===== src/rtl/vga_edge_det.sv =====
// Registers a vector of timing inputs once and reports per-bit rising and
// falling edges between the current and the previous sample.
module vga_edge_det #(
    parameter int unsigned W = 4
) (
    input  logic         clk,
    input  logic         rst_n,
    input  logic [W-1:0] d,
    output logic [W-1:0] q,
    output logic [W-1:0] rise,
    output logic [W-1:0] fall
);

    logic [W-1:0] s1_q;
    logic [W-1:0] s1_d;
    logic [W-1:0] s2_q;
    logic [W-1:0] s2_d;

    // s1 captures the raw inputs, s2 keeps the sample one cycle older
    always_comb begin
        s1_d = d;
        s2_d = s1_q;
    end

    // sample pipeline with synchronous active-low reset
    always_ff @(posedge clk) begin
        if (!rst_n) begin
            s1_q <= {W{1'b0}};
            s2_q <= {W{1'b0}};
        end else begin
            s1_q <= s1_d;
            s2_q <= s2_d;
        end
    end

    assign q    = s1_q;
    assign rise = s1_q & ~s2_q;
    assign fall = ~s1_q & s2_q;

endmodule


===== config.mk =====
export PLATFORM = sky130hd
export DESIGN_NAME = vga_edge_det
export DESIGN_NICKNAME = d
export VERILOG_FILES = /design/src/rtl/vga_edge_det.sv
export SDC_FILE = /design/constraint.sdc
export NUM_CORES = 1
export LEC_CHECK = 0
export ABC_AREA = 1
export BUFFER_PORTS_ARGS = -buffer_cell sky130_fd_sc_hd__buf_2
export CAP_MARGIN = 20
export CORE_AREA = 3 3 40 42
export CTS_CLUSTER_SIZE = 8
export DETAILED_ROUTE_END_ITERATION = 12
export DIE_AREA = 0 0 43 45
export GPL_TIMING_DRIVEN = 0
export HOLD_SLACK_MARGIN = 0.02
export SYNTH_ARGS = -nofsm -noshare
export SYNTH_HDL_FRONTEND = slang
export SYNTH_SLANG_ARGS = --single-unit
export TNS_END_PERCENT = 10

===== constraint.sdc =====
create_clock -name clk -period 0.85 [get_ports clk]
set_clock_uncertainty 0.2 [all_clocks]
set_input_delay 0.17 -clock clk [delete_from_list [all_inputs] [get_ports clk]]
set_output_delay 0.17 -clock clk [all_outputs]
set_load 0.03 [all_outputs]

Word level (Yosys, flattened, before mapping)
Cells that the tools add are included.
Word-level totals
  output and inout bits: 12
  word-level logic and storage cells: 6
  register bits after elaboration: 8
  input bits: 6
Cells by class
  bitwise gates (word level): 4
Operator list (number)
  bitwise AND 4 bit: 2
  NOT 4 bit: 2

Longest topological paths before layout
Gate-level depths: netlist of the first run.
  depth in word-level cells: 2
  mapped depth: 3
  gate-level depth less buffers: 2

Worst setup path before layout of the first run
No wires, ideal clock.
  path kind: reg2out
  start: reg s1_q[0] (netlist: q[0])
  end: out rise[0]
  stages on the path, launching flop included: 3
  setup slack: -0.515 ns
  path buffers: 0
  data required time: 0.480 ns
  arrival time: 0.995 ns
  cells stage by stage: dfxtp_1 > inv_1 > nor2_1
Between the ends
  word-level cells in the longest chain between the ends: 1
RTL lines
  start, declared: line 14  | logic [W-1:0] s1_q;
  start signal, assigned: line 28  | s1_q <= {W{1'b0}};
  bitwise AND 4 bit: line 37  | assign rise = s1_q & ~s2_q;
  end, declared: line 10  | output logic [W-1:0] rise,
No other way between the ends.

Worst setup path in the final report of the first run
Same ends and word-level chain as after synthesis.

==> results of run 1 <==
cell families (layout without fill, tap and decap cells):
group | count (synthesis) | after routing | synth area share [%]
buffers and inverters | 17 | 36 | 22.8
DFF | 8 | 8 | 56.1
and+or+nand+nor | 16 | 16 | 21.1
flip-flops by register name, indices dropped and copies added (netlist names):
signal  flops
q           4
s2_q        4
path summary, 6_finish.rpt:
check | slack (ns) | cells after the start | startpoint | endpoint
setup / recovery | -0.39 | 3 | q[0] | rise[0]
hold / removal | -0.1 | 3 | d[0] | q[0]
setup reg to reg | 0.10 | 2 | q[2] | s2_q[2]
hold reg to reg | 0.27 | 2 | q[1] | s2_q[1]
final cells by class:
cell class | count | area, um^2
well taps | 15 | 18.8
inverters | 16 | 60.1
fillers | 131 | 729
plain buffers | 1 | 5.00
repair buffers | 16 | 149
clock buffers | 3 | 22.5
multi-input cells | 16 | 120
flip-flops and latches | 8 | 180
where the power goes:
group | internal [mW] | total, mW | switching [mW]
combinational | 0.0756 | 0.175 | 0.0990
clock | 0.161 | 0.277 | 0.116
sequential | 0.391 | 0.417 | 0.0259
total | 0.627 | 0.868 | 0.241
synth_stat cells (all sizes together):
master	n
inv	16
dfxtp	8
nand2	8
nor2	8
buf	1
critical path: stages, from the launching register on:
cell,delay [ns]
dfxtp_4,0.37
inv_2,0.05
nor2_4,0.07
buf_6,0.13
metal layers:
metal / share of wire (%) / vias up / GRT usage [%]
met5: 0 / - / 0
met4: 0 / 0 / 1.81
met3: 18 / 0 / 7.97
met2: 45 / 16 / 8.08
met1: 36 / 112 / 6.60
li1: - / 146 / -
metrics by stage:
step	setup slack (ns)	hold WS, ns	setup TNS (ns)	area, um^2	power [mW]
after detailed placement	-0.221	0.155	-1.89	459	0.565
after CTS	-0.396	-0.110	-4.47	539	0.883
after floorplan	-0.180	0.0670	-1.22	360	0.525
after global routing	-0.438	-0.0976	-4.71	556	0.928
final	-0.386	-0.0996	-4.14	556	0.868
after global placement	-0.212	0.149	-1.81	459	0.562
what timing repair did:
action,in CTS,in global routing
resized for setup,25,7
setup buffers,0,0
endpoints found under the hold margin,8,8
pin swaps,4,0
endpoints found under the setup margin,12,12
==> impl_results.md, run 1 <==
* Status: finished, violations left
* Failing checks: hold timing, setup timing
* Final period utilization at 145%
* Period minus WS final at 1.24 ns
* Port buffer count at 16
* Unique masters post-synth at 5
* Dpl hpwl at 424 um
* Largest net degree at the start of global routing at 9
* Startpoint Class: register
* Routed length per placed instance at 7.24 um
* Detailed-route wire length at 543 um
* Setup Viol. Count Final at 12
* Fin cells at 75
* Synthesized net count at 47
* Initial antenna violation count at 0
* Relative slew slack at 89.8%
* DR vias at 274
* Measured slew at the worst slew-check pin at 0.154 ns
* Crit-path max FO at 4
* IR drop worst, VDD at 0.764 mV
* Final Wtd Congestion at 0.585
* Tot GR Track Use at 6.44%
* Share of the synthesized area in the top cell type at 56.1%
* Final core utilization at 43.2%
* Die area at 1940 um^2
* Max Cap Violations at 0
* CTS max path bufs at 2
* Grt total ovfl at 0
* Synth top area cells: dfxtp_1 (56%), inv_1 (21%), nand2_1 (11%)
* Layout area overhead at 94.7%
* Mapped cell area at 285 um^2
* Syn Inst Count at 41
* Setup CP Type: register to primary output
* Worst hold slack at -0.0996 ns
* DRC Markers at 0
* #FFs+latches synth at 8
* Crit. End Element: primary output
* Core area at 1280 um^2
* First-pass GRT wire length at 821 um
* Setup ws final at -0.386 ns
* FMAX at 809 MHz
* Placed cell count at 72
* Yosys top cell by area: dfxtp_1
* TritonCTS Buffers at 3
* WP data arrival at 0.87 ns
* YS warnings at 0
* Number of global-route vias before repair at 198
* Clock Latency Late Sink at 0.25 ns
* Die Width at 43 um
* Net count, final at 68
* IO Pins at 18
* Root buffer cell: clkbuf_4
* Worst Path Required at 0.48 ns
* RSZ-0062 raised after global routing: true
* Count of TritonRoute iterations in the first routing pass at 2
* Hold Crit Class: input pin to register
* Clock Pin Slew Worst Setup and Hold Paths at 0.05 ns
* Sinks on Clock Net at 8
* Synth Area per Inst at 6.96 um^2
* Final Hold Viols at 4
* DIE HEIGHT at 45 um
* Static Leak at 0.299 nW
* DR vias/cell at 3.65
* Post-route ant nets at 0
* # diodes at 0
* Starting Density at 22.2%
* Share of cells above drive strength 1 at 73.3%
* Power per cell area at 1560 nW/um^2
* Most frequent cells in the layout: buf_6 (11), inv_2 (8), nor2_4 (8), nand2_1 (8), inv_1 (8)
* H-tree levels at 1
* CTS tree: yes
* Post-synthesis sequential area ratio at 56.1%
* 1st-iter DRT viols at 1
* FP Rows at 13
* Final slew viol count at 0
* Commonest non-fill, non-tap cell in the layout: buf_6
Note: power is estimated with default switching activity, not from simulation.
==> run 2: changes to the inputs <==
--- a/config.mk
+++ b/config.mk
@@ -6,14 +6,15 @@
 export NUM_CORES = 1
 export LEC_CHECK = 0
 export ABC_AREA = 1
-export BUFFER_PORTS_ARGS = -buffer_cell sky130_fd_sc_hd__buf_2
 export CAP_MARGIN = 20
 export CORE_AREA = 3 3 40 42
 export CTS_CLUSTER_SIZE = 8
 export DETAILED_ROUTE_END_ITERATION = 12
 export DIE_AREA = 0 0 43 45
+export DONT_BUFFER_PORTS = 1
 export GPL_TIMING_DRIVEN = 0
 export HOLD_SLACK_MARGIN = 0.02
+export SKIP_CTS_REPAIR_TIMING = 1
 export SYNTH_ARGS = -nofsm -noshare
 export SYNTH_HDL_FRONTEND = slang
 export SYNTH_SLANG_ARGS = --single-unit
==> constraint.sdc (replaced) <==
create_clock -name clk -period 1.2 [get_ports clk]
set_clock_uncertainty 0.2 [all_clocks]
set_input_delay 0.24 -clock clk [delete_from_list [all_inputs] [get_ports clk]]
set_output_delay 0.24 -clock clk [all_outputs]
set_load 0.03 [all_outputs]
==> run 2 against run 1 <==
The flow finishes with violations (setup timing). Power is 34% lower. Sequential power is 26% lower. Wire length is 4.6% lower. Global-route usage is 0.34 points lower. Non-clock buffer count is 12 lower. Via count is 17% lower. Final cell count is 16% lower. Flip-flop and latch count stayed put. Combinational power is 58% lower. Critical path type unchanged.
==> impl_results.md, run 2 (synthesized netlist as in run 1, its figures left out) <==
* IO Pins at 18 (unchanged)
* Register-to-Register Path Depth at 2 (unchanged)
* Commonest non-fill, non-tap cell in the layout: inv_1 (was buf_6)
* Die area at 1940 um^2 (unchanged)
* Clock Pin Slew Worst Setup and Hold Paths at 0.05 ns (about the same)
* Starting Density at 22.2% (unchanged)
* FP Rows at 13 (unchanged)
* Share of cells above drive strength 1 at 35.4% (was 73.3%)
* DIE HEIGHT at 45 um (unchanged)
* 1st-iter DRT viols at 3 (was 1)
* Port buffer count at 0 (was 16)
* Static Leak at 0.227 nW (was 0.299 nW)
* CTS tree: yes (unchanged)
* RSZ-0062 raised after global routing: true (unchanged)
* Worst Setup EP: rise[1] (was rise[0])
* Placed cell count at 56 (was 72)
* WP data arrival at 0.94 ns (was 0.87 ns)
* DRC Markers at 0 (unchanged)
* Measured slew at the worst slew-check pin at 0.215 ns (was 0.154 ns)
* Final Hold Viols at 0 (was 4)
* Layout area overhead at 54.8% (was 94.7%)
* CTS max path bufs at 2 (unchanged)
* Reg-to-reg slack, setup at 0.41 ns (was 0.10 ns)
* Setup Viol. Count Final at 8 (was 12)
* Crit. End Element: primary output (unchanged)
* TritonCTS Buffers at 3 (unchanged)
* Final period utilization at 115%
* Count of TritonRoute iterations in the first routing pass at 2 (unchanged)
* Dpl hpwl at 385 um (was 424 um)
* Hold Crit Class: input pin to register (unchanged)
* Final core utilization at 34.4% (was 43.2%)
* Die Width at 43 um (unchanged)
* Net count, final at 56 (was 68)
* Max Cap Violations at 0 (unchanged)
* Post-route ant nets at 0 (unchanged)
* Period minus WS final at 1.38 ns
* Relative slew slack at 85.6% (was 89.8%)
* Startpoint Class: register (unchanged)
* Sinks on Clock Net at 8 (unchanged)
* Worst Path Required at 0.76 ns (was 0.48 ns)
* Root buffer cell: clkbuf_4 (unchanged)
* Crit-path max FO at 4 (unchanged)
* Crit path launch: q[1] (was q[0])
* Setup ws final at -0.182 ns (was -0.386 ns)
* Most frequent cells in the layout: inv_1 (15), nor2_4 (8), nand2_1 (8) (was buf_6 (11), inv_2 (8), nor2_4 (8), nand2_1 (8), inv_1 (8))
* Place WS at -0.153 ns (was -0.221 ns)
* First-pass GRT wire length at 738 um (was 821 um)
* DR vias/cell at 3.60 (was 3.65)
* Fin cells at 63 (was 75)
* Tot GR Track Use at 6.10% (was 6.44%)
* Largest net degree at the start of global routing at 9 (unchanged)
* Worst R2R Start: q[3] (was q[2])
* Hold Crit Start: rst_n (was d[0])
* Number of global-route vias before repair at 169 (was 198)
* Status: finished, violations left (unchanged)
* Failing checks: setup timing (was hold timing, setup timing)
* Clock Latency Late Sink at 0.24 ns (was 0.25 ns)
* Power per cell area at 1290 nW/um^2 (was 1560 nW/um^2)
* # diodes at 0 (unchanged)
* Routed length per placed instance at 8.22 um (was 7.24 um)
* DR vias at 227 (was 274)
* FMAX at 724 MHz
* Final slew viol count at 0 (unchanged)
* IR drop worst, VDD at 0.676 mV (was 0.764 mV)
* Setup CP Type: register to primary output (unchanged)
* Initial antenna violation count at 0 (unchanged)
* Final Wtd Congestion at 0.539 (was 0.585)
* H-tree levels at 1 (unchanged)
* R2r endpoint: s2_q[3] (was s2_q[2])
* Grt total ovfl at 0 (unchanged)
* Detailed-route wire length at 518 um (was 543 um)
* Core area at 1280 um^2 (unchanged)
## run 2: cell count changes in the layout (fill, tap and decap cells not counted)
cell	delta
dlygate4sd3_1	+4
buf_6	-11
buf_2	-5
inv_1	+7
dfxtp_2	-4
inv_2	-7
dfxtp_1	+4
## run 2: per-stage QoR
stage | setup TNS, ns | hold WS [ns] | total power, mW | instance area [um^2]
floorplan | -0.623 | 0.138 | 0.363 | 318
global placement | -0.878 | 0.139 | 0.369 | 337
detailed placement | -0.908 | 0.143 | 0.371 | 337
CTS | -3.27 | -0.120 | 0.569 | 359
global route | -1.67 | 0.0699 | 0.617 | 442
finish | -1.20 | 0.0720 | 0.570 | 442
## run 2: area by class of cell
cell class              count  area (um^2)
inverters                  16         60.1
repair buffers              4         40.0
clock buffers               3         22.5
plain buffers               1         5.00
flip-flops and latches      8          175
well taps                  15         18.8
fillers                   136          843
multi-input cells          16          120
## run 2: worst min-delay path by stage
stage            to  slack (ns)  depth (start not counted)
2_1_floorplan  q[0]        0.14                          2
3_3_place_gp   q[0]        0.14                          2
3_5_place_dp   q[2]        0.14                          2
4_1_cts        q[2]       -0.12                          2
5_1_grt        q[1]        0.07                          3
6_report       q[2]        0.07                          3
## run 2: routing by layer
layer,GRT usage [%],vias to the layer above,share of wire [%]
met1,6.10,91,40
met5,0,-,0
met2,6.89,16,42
li1,-,120,-
met3,7.57,0,19
met4,3.61,0,0
## run 2: report_power, final
part	internal (mW)	total [mW]	switching, mW
registers	0.276	0.307	0.0312
logic	0.0244	0.0732	0.0488
clock network	0.113	0.190	0.0762
total	0.414	0.570	0.156
## run 2: critical path, cell delays in order (launching register included)
cell	delay (ns)
dfxtp_4	0.42
inv_1	0.09
nor2_4	0.19
